## src/rtl/mips_pkg.sv

```systemverilog
// Shared encodings for the MIPS core: memory-port arbiter states and port-select values.
package mips_pkg;

  localparam logic [1:0] ARB_IDLE    = 2'd0;
  localparam logic [1:0] ARB_BUSY_IF = 2'd1;
  localparam logic [1:0] ARB_BUSY_DM = 2'd2;
  localparam logic [1:0] ARB_RESP    = 2'd3;

  localparam logic SEL_IF = 1'b0;
  localparam logic SEL_DM = 1'b1;

  typedef enum logic [1:0] {
    StIdle   = ARB_IDLE,
    StBusyIf = ARB_BUSY_IF,
    StBusyDm = ARB_BUSY_DM,
    StResp   = ARB_RESP
  } arb_state_e;

endpackage

```

## src/rtl/mux_32bit.sv

```systemverilog
// Two-input 32-bit word multiplexer; ctrl=1 selects in1.
module mux_32bit (
  input  logic [31:0] in0,
  input  logic [31:0] in1,
  input  logic        ctrl,
  output logic [31:0] y
);

  assign y = ctrl ? in1 : in0;

endmodule

```

## src/rtl/mem_port_arbiter.sv

```systemverilog
// Shares one memory port between instruction fetch and data memory, one access at a time,
// with a bounded data streak so fetch cannot starve.
module mem_port_arbiter
  import mips_pkg::*;
#(
  parameter int unsigned MAX_DATA_STREAK = 4
) (
  input  logic        clk,
  input  logic        rst_n,
  input  logic        if_req,
  input  logic [31:0] if_addr,
  output logic [31:0] if_rdata,
  output logic        if_done,
  input  logic        dm_req,
  input  logic        dm_we,
  input  logic [31:0] dm_addr,
  input  logic [31:0] dm_wdata,
  output logic [31:0] dm_rdata,
  output logic        dm_done,
  output logic        mem_req,
  output logic        mem_we,
  output logic [31:0] mem_addr,
  output logic [31:0] mem_wdata,
  input  logic [31:0] mem_rdata,
  input  logic        mem_ack,
  output logic        sel,
  output logic        busy
);

  localparam int unsigned STREAK_W = $clog2(MAX_DATA_STREAK + 1);
  localparam logic [STREAK_W-1:0] STREAK_MAX = STREAK_W'(MAX_DATA_STREAK);

  arb_state_e          state_q;
  logic [STREAK_W-1:0] streak_q;
  logic                grant_dm;
  logic [31:0]         grant_addr;

  // Data wins a tie unless fetch has already waited out a full streak.
  assign grant_dm = dm_req && !(if_req && (streak_q == STREAK_MAX));

  mux_32bit u_addr_mux (
    .in0  (if_addr),
    .in1  (dm_addr),
    .ctrl (grant_dm),
    .y    (grant_addr)
  );

  always_ff @(posedge clk or negedge rst_n) begin
    if (!rst_n) begin
      state_q   <= StIdle;
      streak_q  <= '0;
      mem_req   <= 1'b0;
      mem_we    <= 1'b0;
      mem_addr  <= '0;
      mem_wdata <= '0;
      sel       <= SEL_IF;
      busy      <= 1'b0;
      if_done   <= 1'b0;
      dm_done   <= 1'b0;
      if_rdata  <= '0;
      dm_rdata  <= '0;
    end else begin
      if_done <= 1'b0;
      dm_done <= 1'b0;
      unique case (state_q)
        StIdle: begin
          if (if_req || dm_req) begin
            state_q   <= grant_dm ? StBusyDm : StBusyIf;
            sel       <= grant_dm ? SEL_DM : SEL_IF;
            mem_req   <= 1'b1;
            busy      <= 1'b1;
            mem_addr  <= grant_addr;
            mem_we    <= grant_dm && dm_we;
            mem_wdata <= grant_dm ? dm_wdata : '0;
            if (grant_dm && if_req) begin
              if (streak_q != STREAK_MAX) begin
                streak_q <= streak_q + STREAK_W'(1);
              end
            end else begin
              streak_q <= '0;
            end
          end
        end
        StBusyIf, StBusyDm: begin
          if (mem_ack) begin
            state_q <= StResp;
            mem_req <= 1'b0;
            if (state_q == StBusyIf) begin
              if_rdata <= mem_rdata;
              if_done  <= 1'b1;
            end else begin
              if (!mem_we) begin
                dm_rdata <= mem_rdata;
              end
              dm_done <= 1'b1;
            end
          end
        end
        StResp: begin
          state_q <= StIdle;
          busy    <= 1'b0;
        end
      endcase
    end
  end

endmodule

```

## config.mk

```make
export PLATFORM = sky130hd
export DESIGN_NAME = mem_port_arbiter
export DESIGN_NICKNAME = d
export VERILOG_FILES = /design/src/rtl/mips_pkg.sv /design/src/rtl/mux_32bit.sv /design/src/rtl/mem_port_arbiter.sv
export SDC_FILE = /design/constraint.sdc
export NUM_CORES = 1
export LEC_CHECK = 0
export CAP_MARGIN = 40
export CORE_MARGIN = 2
export CORE_UTILIZATION = 38
export DETAILED_ROUTE_END_ITERATION = 6
export GPL_ROUTABILITY_DRIVEN = 0
export MAX_ROUTING_LAYER = met4
export PLACE_DENSITY = 0.78
export SLEW_MARGIN = 20
export SYNTH_ARGS = -nofsm -noshare
export SYNTH_HDL_FRONTEND = slang
export SYNTH_SLANG_ARGS = --single-unit
export TNS_END_PERCENT = 1
```

## constraint.sdc

```tcl
create_clock -name clk -period 1.7 [get_ports clk]
set_clock_uncertainty 0.05 [all_clocks]
set_input_delay 0.34 -clock clk [delete_from_list [all_inputs] [get_ports clk]]
set_output_delay 0.34 -clock clk [all_outputs]
set_load 0.1 [all_outputs]
```

==> flow_summary.ini, run 1 <==
[synthesis]
syn_area_mm2 = 0.00582
netlist.area_leader.share = 0.597
async_flop_share = 1.00
avgSynthCellArea_um2 = 13.1
yosysTopAreaCell = dfrtp_1
syn_nets = 584
synth_cell_type_count = 32
netlist_instances = 444
ys_seq_area_frac = 0.597
ys_ff_latch = 139
netlist_top_cells_area = dfrtp_1 60%, mux2_2 12%, a22o_1 5.0%
synth_edf_count = 0
synth_commonest_cells = 139 x dfrtp_1, 67 x nand2_1, 63 x mux2_2
yosysMostFrequentCell = dfrtp_1
synth_ff_type = dfrtp_1
synth_warnings = 0

[sta]
setup_viol = 24
drv_slew = 0
period_share = 1.02
finalCriticalPeriod_ns = 1.73
worst_pin_slew_ns = 0.357
tns_ns = -0.532
finalHoldViolations = 0
slew_headroom = 0.762
grt_setup_unrepaired = true
setup_ws_ns = -0.0342
fmax_mhz = 577

[grt]
gr-total-overflow = 0
grt_pass1_vias = 5371
grt_usage = 0.233
grt_pass1_wl_mm = 28.4
antenna_found_initial = 1
grt_max_degree = 47

[detailed_routing]
dr.pass1.iters = 4
first_iter_violations = 366
ant_nets = 0
route.vias.total = 4873
drt_wl_total_mm = 18.4
drc = 0
wire_per_inst_um = 19.8
drt-vias-per-instance = 5.25

[finish]
drive_gt1_frac = 0.397
nFillCells = 934
fin_nets = 868
instances_no_fill = 929
syn2layout_area_growth_pct = 88.8
multi_input_area_mm2 = 0.00220
final-seq-area_mm2 = 0.00348

[worst_setup_path]
cp-start-kind = register
end_kind = register
cp_max_fo = 6
required_ns = 1.94
crit_arrival_ns = 1.98
crit_type = register to register
worstRegToRegCells = 7

[floorplan]
rows = 45
fp.coreArea_mm2 = 0.0151
die_area_mm2 = 0.0163
ios = 268
die_w_um = 128
initial_core_util = 0.386
die_h_um = 128

[clock_tree]
clk_pin_slew_worst_paths_ns = 0.06
htree_levels = 4
cts_tree = yes
numCtsBuffers = 17
clkLatencyLatePin_ns = 0.41
clockBufferDepth = 2
cts_sinks = 139
cts_root_buf = clkbuf_16

[job]
cap_viol_max_count = 0

[place]
dp_hpwl_mm = 13.6
placed_cells = 891
numPortBuffers = 267

[run_status]
outcome = complete, but fails checks
violations = negative setup slack

[min_path]
hold_path_class = primary input to asynchronous set/reset pin
-- path summary, 6_finish.rpt --
path / start / to / slack, ns
min in group clk: if_addr[12] / mem_addr[12]$_DFFE_PN0P_ / 0.44
worst min register to register: sel$_DFFE_PN0P_ / sel$_DFFE_PN0P_ / 0.50
worst max register to register: state_q[1]$_DFFE_PN0P_ / dm_rdata[11]$_DFFE_PN0P_ / -0.03
worst max-delay path: state_q[1]$_DFFE_PN0P_ / dm_rdata[11]$_DFFE_PN0P_ / -0.03
worst min-delay path: rst_n / if_rdata[22]$_DFFE_PN0P_ / 0.35
max in group asynchronous: rst_n / if_rdata[14]$_DFFE_PN0P_ / 0.61
-- flip-flops by register name (all words and copies together) (netlist names) --
| register | count |
|---|---|
| mem_wdata | 32 |
| streak_q | 3 |
| if_rdata | 32 |
| mem_addr | 32 |
| if_done | 1 |
| busy | 1 |
| mem_req | 1 |
| state_q | 2 |
| dm_rdata | 32 |
| mem_we | 1 |
| sel | 1 |
| dm_done | 1 |
-- cell families after synthesis --
group | Yosys count | share of synthesized area
buffers and inverters | 43 | 0.0447
adders and majority gates | 6 | 0.0129
AOI/OAI and AO/OA | 78 | 0.124
DFF | 139 | 0.597
and+or+nand+nor | 112 | 0.0943
muxes | 66 | 0.127
-- what timing repair did --
item	in CTS	in global routing
cloned	0	3
hold endpoints to repair	31	0
hold buffers	1	0
endpoints found under the setup margin	64	66
buffers inserted	0	2
pin swaps	0	2
resized for setup	1	28
-- cell type report --
type | count | share of cell area
flip-flops and latches | 139 | 0.316
clock buffers | 21 | 0.0419
well taps | 188 | 0.0214
clock inverters | 10 | 0.0107
diodes | 1 | 0.000228
multi-input cells | 262 | 0.200
inverters | 6 | 0.00205
repair buffers | 302 | 0.407
-- worst max-delay path, cell delays in order, from the launching register on --
cell	delay (ns)
dfrtp_1	0.37
inv_2	0.07
buf_6	0.12
ha_4	0.16
nor3_4	0.21
buf_12	0.16
buf_8	0.14
mux2_2	0.33
-- metrics by stage --
stage | setup slack, ns | hold WS, ns | util | instance area, um2
after floorplan | -0.0312 | -0.00559 | - | 5850
after CTS | -0.0510 | 0.336 | 0.716 | 10800
final | -0.0342 | 0.348 | 0.729 | 11000
after detailed placement | -0.259 | 0.206 | 0.677 | 10200
after global placement | -0.243 | 0.197 | 0.677 | 10200
after global routing | -0.0704 | 0.361 | 0.729 | 11000
-- cells in the final DEF, fill, tap and decap left out, types with 4 or more instances in the layout --
cell type,Yosys,routed
nand4_1,32,32
dfrtp_1,139,138
nand2_1,67,66
buf_4,2,18
o211ai_2,20,20
mux2_2,63,44
o211ai_1,12,12
clkbuf_16,0,19
nor2_1,5,5
o21ai_0,4,4
buf_12,0,146
a22o_1,33,33
clkdlybuf4s50_1,0,132
mux2_4,0,20
inv_1,6,4
-- metal layers --
layer  part of all wire  GRT usage  routed length [um]  vias to the layer above
met3              0.060     0.0568                1110                       37
met4              0.029      0.101                 529                        0
met1               0.38      0.264                7060                     2428
met2               0.53      0.394                9690                      232
li1                   -          -                   -                     2176
met5                  0          -                   0                        -
Power of run 1 is not shown: default switching activity piles up to over one toggle a cycle in this logic, so the estimate is an artifact.
==> inputs of run 2 (changes only) <==
--- a/config.mk
+++ b/config.mk
@@ -7,11 +7,11 @@
 export LEC_CHECK = 0
 export CAP_MARGIN = 40
 export CORE_MARGIN = 2
-export CORE_UTILIZATION = 38
+export CORE_UTILIZATION = 42
 export DETAILED_ROUTE_END_ITERATION = 6
 export GPL_ROUTABILITY_DRIVEN = 0
 export MAX_ROUTING_LAYER = met4
-export PLACE_DENSITY = 0.78
+export PLACE_DENSITY = 0.81
 export SLEW_MARGIN = 20
 export SYNTH_ARGS = -nofsm -noshare
 export SYNTH_HDL_FRONTEND = slang
==> constraint.sdc (replaced) <==
create_clock -name clk -period 1.73 [get_ports clk]
set_clock_uncertainty 0.05 [all_clocks]
set_input_delay 0.346 -clock clk [delete_from_list [all_inputs] [get_ports clk]]
set_output_delay 0.346 -clock clk [all_outputs]
set_load 0.1 [all_outputs]
==> run 2 against run 1 <==
  * The run ends with design-rule violations, negative setup slack left
  * Setup slack improved by 0.0095 ns
  * First-iteration DRC count fell by 8.7%
  * Via count rose by 3.8%
  * Global-route usage rose by 6.2 points
  * Fmax fell by 1.2%
  * Sequential share of layout area fell by 0.30 points
  * Count of clock-buffer cells in the layout fell by 1
  * Critical path type unchanged
  * Critical endpoint is now dm_rdata[3]$_DFFE_PN0P_
==> flow_summary.ini, run 2 (same netlist as run 1, synthesis figures left out) <==
[run_status]
outcome = complete, but fails checks
violations = design-rule violations, negative setup slack

[worst_setup_path]
end_kind = register
cp-start-kind = register
crit_type = register to register
rrSetupSlack_ns = -0.02
cpPeakStageDelay_ns = 0.37
required_ns = 1.97
path_cells = inv_2 > ha_4 > nand2_4 > nor3_4 > buf_12 > clkbuf_16 > mux2_4
cp_max_fo = 7
timing.rr.start = state_q[1]$_DFFE_PN0P_
worstSetupStartpoint = state_q[1]$_DFFE_PN0P_
cp_slowest_cell = dfrtp_1
crit_arrival_ns = 2.00

[finish]
fin_nets = 870
multi_input_area_mm2 = 0.00223
syn2layout_area_growth_pct = 90.7
mostFrequentLayoutCell = buf_12
final_util = 0.809
instances_no_fill = 923
antennaDiodeCount = 0
nFillCells = 683
final_cell_mix = 148 x buf_12, 138 x dfrtp_1, 132 x clkdlybuf4s50_1, 65 x nand2_1, 38 x mux2_2
final-seq-area_mm2 = 0.00348
drive_gt1_frac = 0.401

[clock_tree]
clk_pin_slew_worst_paths_ns = 0.06
cts_root_buf = clkbuf_16
cts_sinks = 139
numCtsBuffers = 17
htree_levels = 4
clockBufferDepth = 2
clkLatencyLatePin_ns = 0.41
cts_tree = yes

[detailed_routing]
route.vias.total = 5056
ant_nets = 0
drc = 5
drt-vias-per-instance = 5.48
drt_wl_total_mm = 21.6
first_iter_violations = 334
dr.pass1.iters = 7
wire_per_inst_um = 23.3

[place]
numPortBuffers = 267
dp_hpwl_mm = 13.9
placed_cells = 883

[grt]
grt_max_degree = 42
antenna_found_initial = 0
grt_usage = 0.295
grt_pass1_vias = 5447
grt_pass1_wl_mm = 31.7
gr-total-overflow = 0

[sta]
period_share = 1.01
worst_pin_slew_ns = 0.427
finalCriticalPeriod_ns = 1.75
setup_ws_ns = -0.0247
fmax_mhz = 570
finalHoldViolations = 0
drv_slew = 0
setup_viol = 22
slew_headroom = 0.715
grt_setup_unrepaired = true

[floorplan]
die_area_mm2 = 0.0148
ios = 268
die_h_um = 122
initial_core_util = 0.425
rows = 43
fp.coreArea_mm2 = 0.0137
die_w_um = 122

[min_path]
hold_path_class = primary input to asynchronous set/reset pin

[job]
cap_viol_max_count = 0
## run 2: layout make-up
| cell class | count | share of cell area |
|---|---|---|
| clock buffer | 20 | 0.0402 |
| clock inverter | 12 | 0.0175 |
| inverter | 6 | 0.00203 |
| multi-input combinational | 262 | 0.201 |
| sequential | 139 | 0.313 |
| tap | 180 | 0.0203 |
| timing repair buffer | 304 | 0.406 |
## run 2: per-stage QoR
step,hold WS [ns],worst slack [ns],setup TNS [ns],area [um2]
2_1_floorplan,0.000409,-0.00124,-0.0314,5850
3_3_place_gp,0.239,-0.212,-12.45,10200
3_5_place_dp,0.243,-0.245,-14.95,10200
4_1_cts,0.372,-0.0964,-2.23,11000
5_1_grt,0.440,-0.0837,-2.04,11100
6_report,0.408,-0.0247,-0.267,11100
## run 2: worst paths after layout
kind / to / cells after the start
hold reg to reg: streak_q[1]$_DFFE_PN0P_ / 1
hold / removal: dm_rdata[25]$_DFFE_PN0P_ / 2
setup reg to reg: dm_rdata[3]$_DFFE_PN0P_ / 7
min in group clk: mem_addr[19]$_DFFE_PN0P_ / 3
max in group asynchronous: mem_addr[24]$_DFFE_PN0P_ / 3
setup / recovery: dm_rdata[3]$_DFFE_PN0P_ / 7
## run 2: worst max-delay path, delay by kind of cell, from the launching register on
kind,cells,cell delay (ns)
adders and majority gates,1,0.29
buffers and inverters,3,0.39
DFF,1,0.37
muxes,1,0.31
and+or+nand+nor,2,0.22
## run 2: timing repair
item                                   4_1_cts  5_1_grt
buffers inserted                             4        3
hold buffers                                 1        0
endpoints found under the hold margin       38        0
pin swaps                                    2        3
setup endpoints to repair                   64       32
gates cloned                                 1        2
resized for setup                           22       20
## run 2: per-layer routing
layer  global-route usage  wire length (um)
met3               0.0866              1540
met5                    -                 0
met4                0.125               789
met2                0.507             11400
met1                0.317              7790
Power of run 2 is left out for the same reason.
==> inputs of run 3 (changes only) <==
--- a/config.mk
+++ b/config.mk
@@ -12,6 +12,7 @@
 export GPL_ROUTABILITY_DRIVEN = 0
 export MAX_ROUTING_LAYER = met4
 export PLACE_DENSITY = 0.81
+export SETUP_SLACK_MARGIN = 0.5
 export SLEW_MARGIN = 20
 export SYNTH_ARGS = -nofsm -noshare
 export SYNTH_HDL_FRONTEND = slang
==> run 3 against run 2 <==
  * The run ends with negative setup slack left
  * Via count grew 2.6%
  * Flip-flop and latch count is the same
  * Cell area grew 1.8%
  * Critical path depth is the same
  * Non-clock buffer count grew 2
  * First-iteration DRC count grew 2.4%
  * Largest cell class unchanged
==> flow_summary.ini, run 3 (same netlist as run 1, synthesis figures left out) <==
[grt]
gr-total-overflow = 0
grt_pass1_wl_mm = 33.2
grt_max_degree = 44
grt_pass1_vias = 5750
antenna_found_initial = 1
grt_usage = 0.309

[clock_tree]
clk_pin_slew_worst_paths_ns = 0.07
numCtsBuffers = 17
clockBufferDepth = 2
cts_sinks = 139
cts_root_buf = clkbuf_16
cts_tree = yes
htree_levels = 4
clkLatencyLatePin_ns = 0.42

[place]
dp_hpwl_mm = 14.1
numPortBuffers = 267
placed_cells = 884

[floorplan]
die_w_um = 122
rows = 43
ios = 268
fp.coreArea_mm2 = 0.0137
die_h_um = 122
initial_core_util = 0.425
die_area_mm2 = 0.0148

[finish]
mostFrequentLayoutCell = buf_12
syn2layout_area_growth_pct = 94.0
final_cell_mix = 142 x buf_12, 135 x dfrtp_1, 132 x clkdlybuf4s50_1, 35 x mux2_4, 34 x nand2_1
instances_no_fill = 926
fin_nets = 872
drive_gt1_frac = 0.468

[sta]
grt_setup_unrepaired = true
setup_viol = 32
setup_ws_ns = -0.0831
fmax_mhz = 552
finalCriticalPeriod_ns = 1.81
finalHoldViolations = 0
period_share = 1.05
slew_headroom = 0.732
worst_pin_slew_ns = 0.403
drv_slew = 0

[detailed_routing]
dr.pass1.iters = 5
drt-vias-per-instance = 5.60
drc = 0
route.vias.total = 5189
wire_per_inst_um = 24.2
drt_wl_total_mm = 22.4
ant_nets = 0
first_iter_violations = 342

[run_status]
outcome = complete, but fails checks
violations = negative setup slack

[worst_setup_path]
cp_max_fo = 8
crit_type = register to register
required_ns = 1.98
crit_arrival_ns = 2.06
end_kind = register
cp-start-kind = register

[job]
cap_viol_max_count = 0

[min_path]
hold_path_class = primary input to asynchronous set/reset pin
==> run 3: critical path, stage by stage, from the launching register on <==
cell and delay, ns:
dfrtp_1 0.41, inv_2 0.08, ha_4 0.29, nand2_4 0.06, nor3_4 0.16, buf_6 0.15, clkbuf_16 0.18, mux2_4 0.30
==> run 3: layer usage <==
| metal | part of all wire | track usage | up-vias |
|---|---|---|---|
| met4 | 0.044 | 0.157 | 0 |
| met2 | 0.53 | 0.528 | 285 |
| li1 | - | - | 2193 |
| met1 | 0.36 | 0.336 | 2640 |
| met5 | 0 | - | - |
| met3 | 0.067 | 0.0754 | 71 |
==> run 3: through the flow <==
stage | hold WS [ns] | area, um2 | utilization | setup slack [ns] | TNS, ns
2_1_floorplan | 0.000409 | 5850 | - | -0.00124 | -0.0314
3_3_place_gp | 0.216 | 10200 | 0.743 | -0.191 | -13.13
3_5_place_dp | 0.220 | 10200 | 0.743 | -0.261 | -17.80
4_1_cts | 0.355 | 11200 | 0.814 | -0.0676 | -1.43
5_1_grt | 0.386 | 11300 | 0.824 | -0.111 | -3.10
6_report | 0.343 | 11300 | 0.824 | -0.0831 | -2.04
==> run 3: path summary, 6_finish.rpt <==
kind                                        startpoint                       end  slack [ns]  cells past startpoint
worst max-delay path            state_q[1]$_DFFE_PN0P_   dm_rdata[4]$_DFFE_PN0P_       -0.08                      7
worst max register to register  state_q[1]$_DFFE_PN0P_   dm_rdata[4]$_DFFE_PN0P_       -0.08                      7
min in group clk                           if_addr[18]  mem_addr[18]$_DFFE_PN0P_        0.48                      3
worst min register to register         sel$_DFFE_PN0P_           sel$_DFFE_PN0P_        0.49                      1
worst min-delay path                             rst_n  dm_rdata[23]$_DFFE_PN0P_        0.34                      2
max in group asynchronous                        rst_n  mem_wdata[8]$_DFFE_PN0P_        0.66                      3
==> run 3: area by class of cell <==
type                    count  area [um2]
repair buffers            306        4500
flip-flops and latches    139        3480
multi-input cells         262        2510
fillers                   660        2420
clock buffers              17         425
well taps                 180         225
clock inverters            15         134
inverters                   6        22.5
diodes                      1        2.50
==> run 3: what timing repair did <==
action | CTS | global route
hold endpoints to repair | 33 | 0
gates cloned | 2 | 1
hold buffers | 1 | 0
resized for setup | 95 | 27
buffers inserted | 4 | 1
pin swaps | 109 | 74
endpoints found under the setup margin | 272 | 273
Power of run 3 is left out for the same reason.
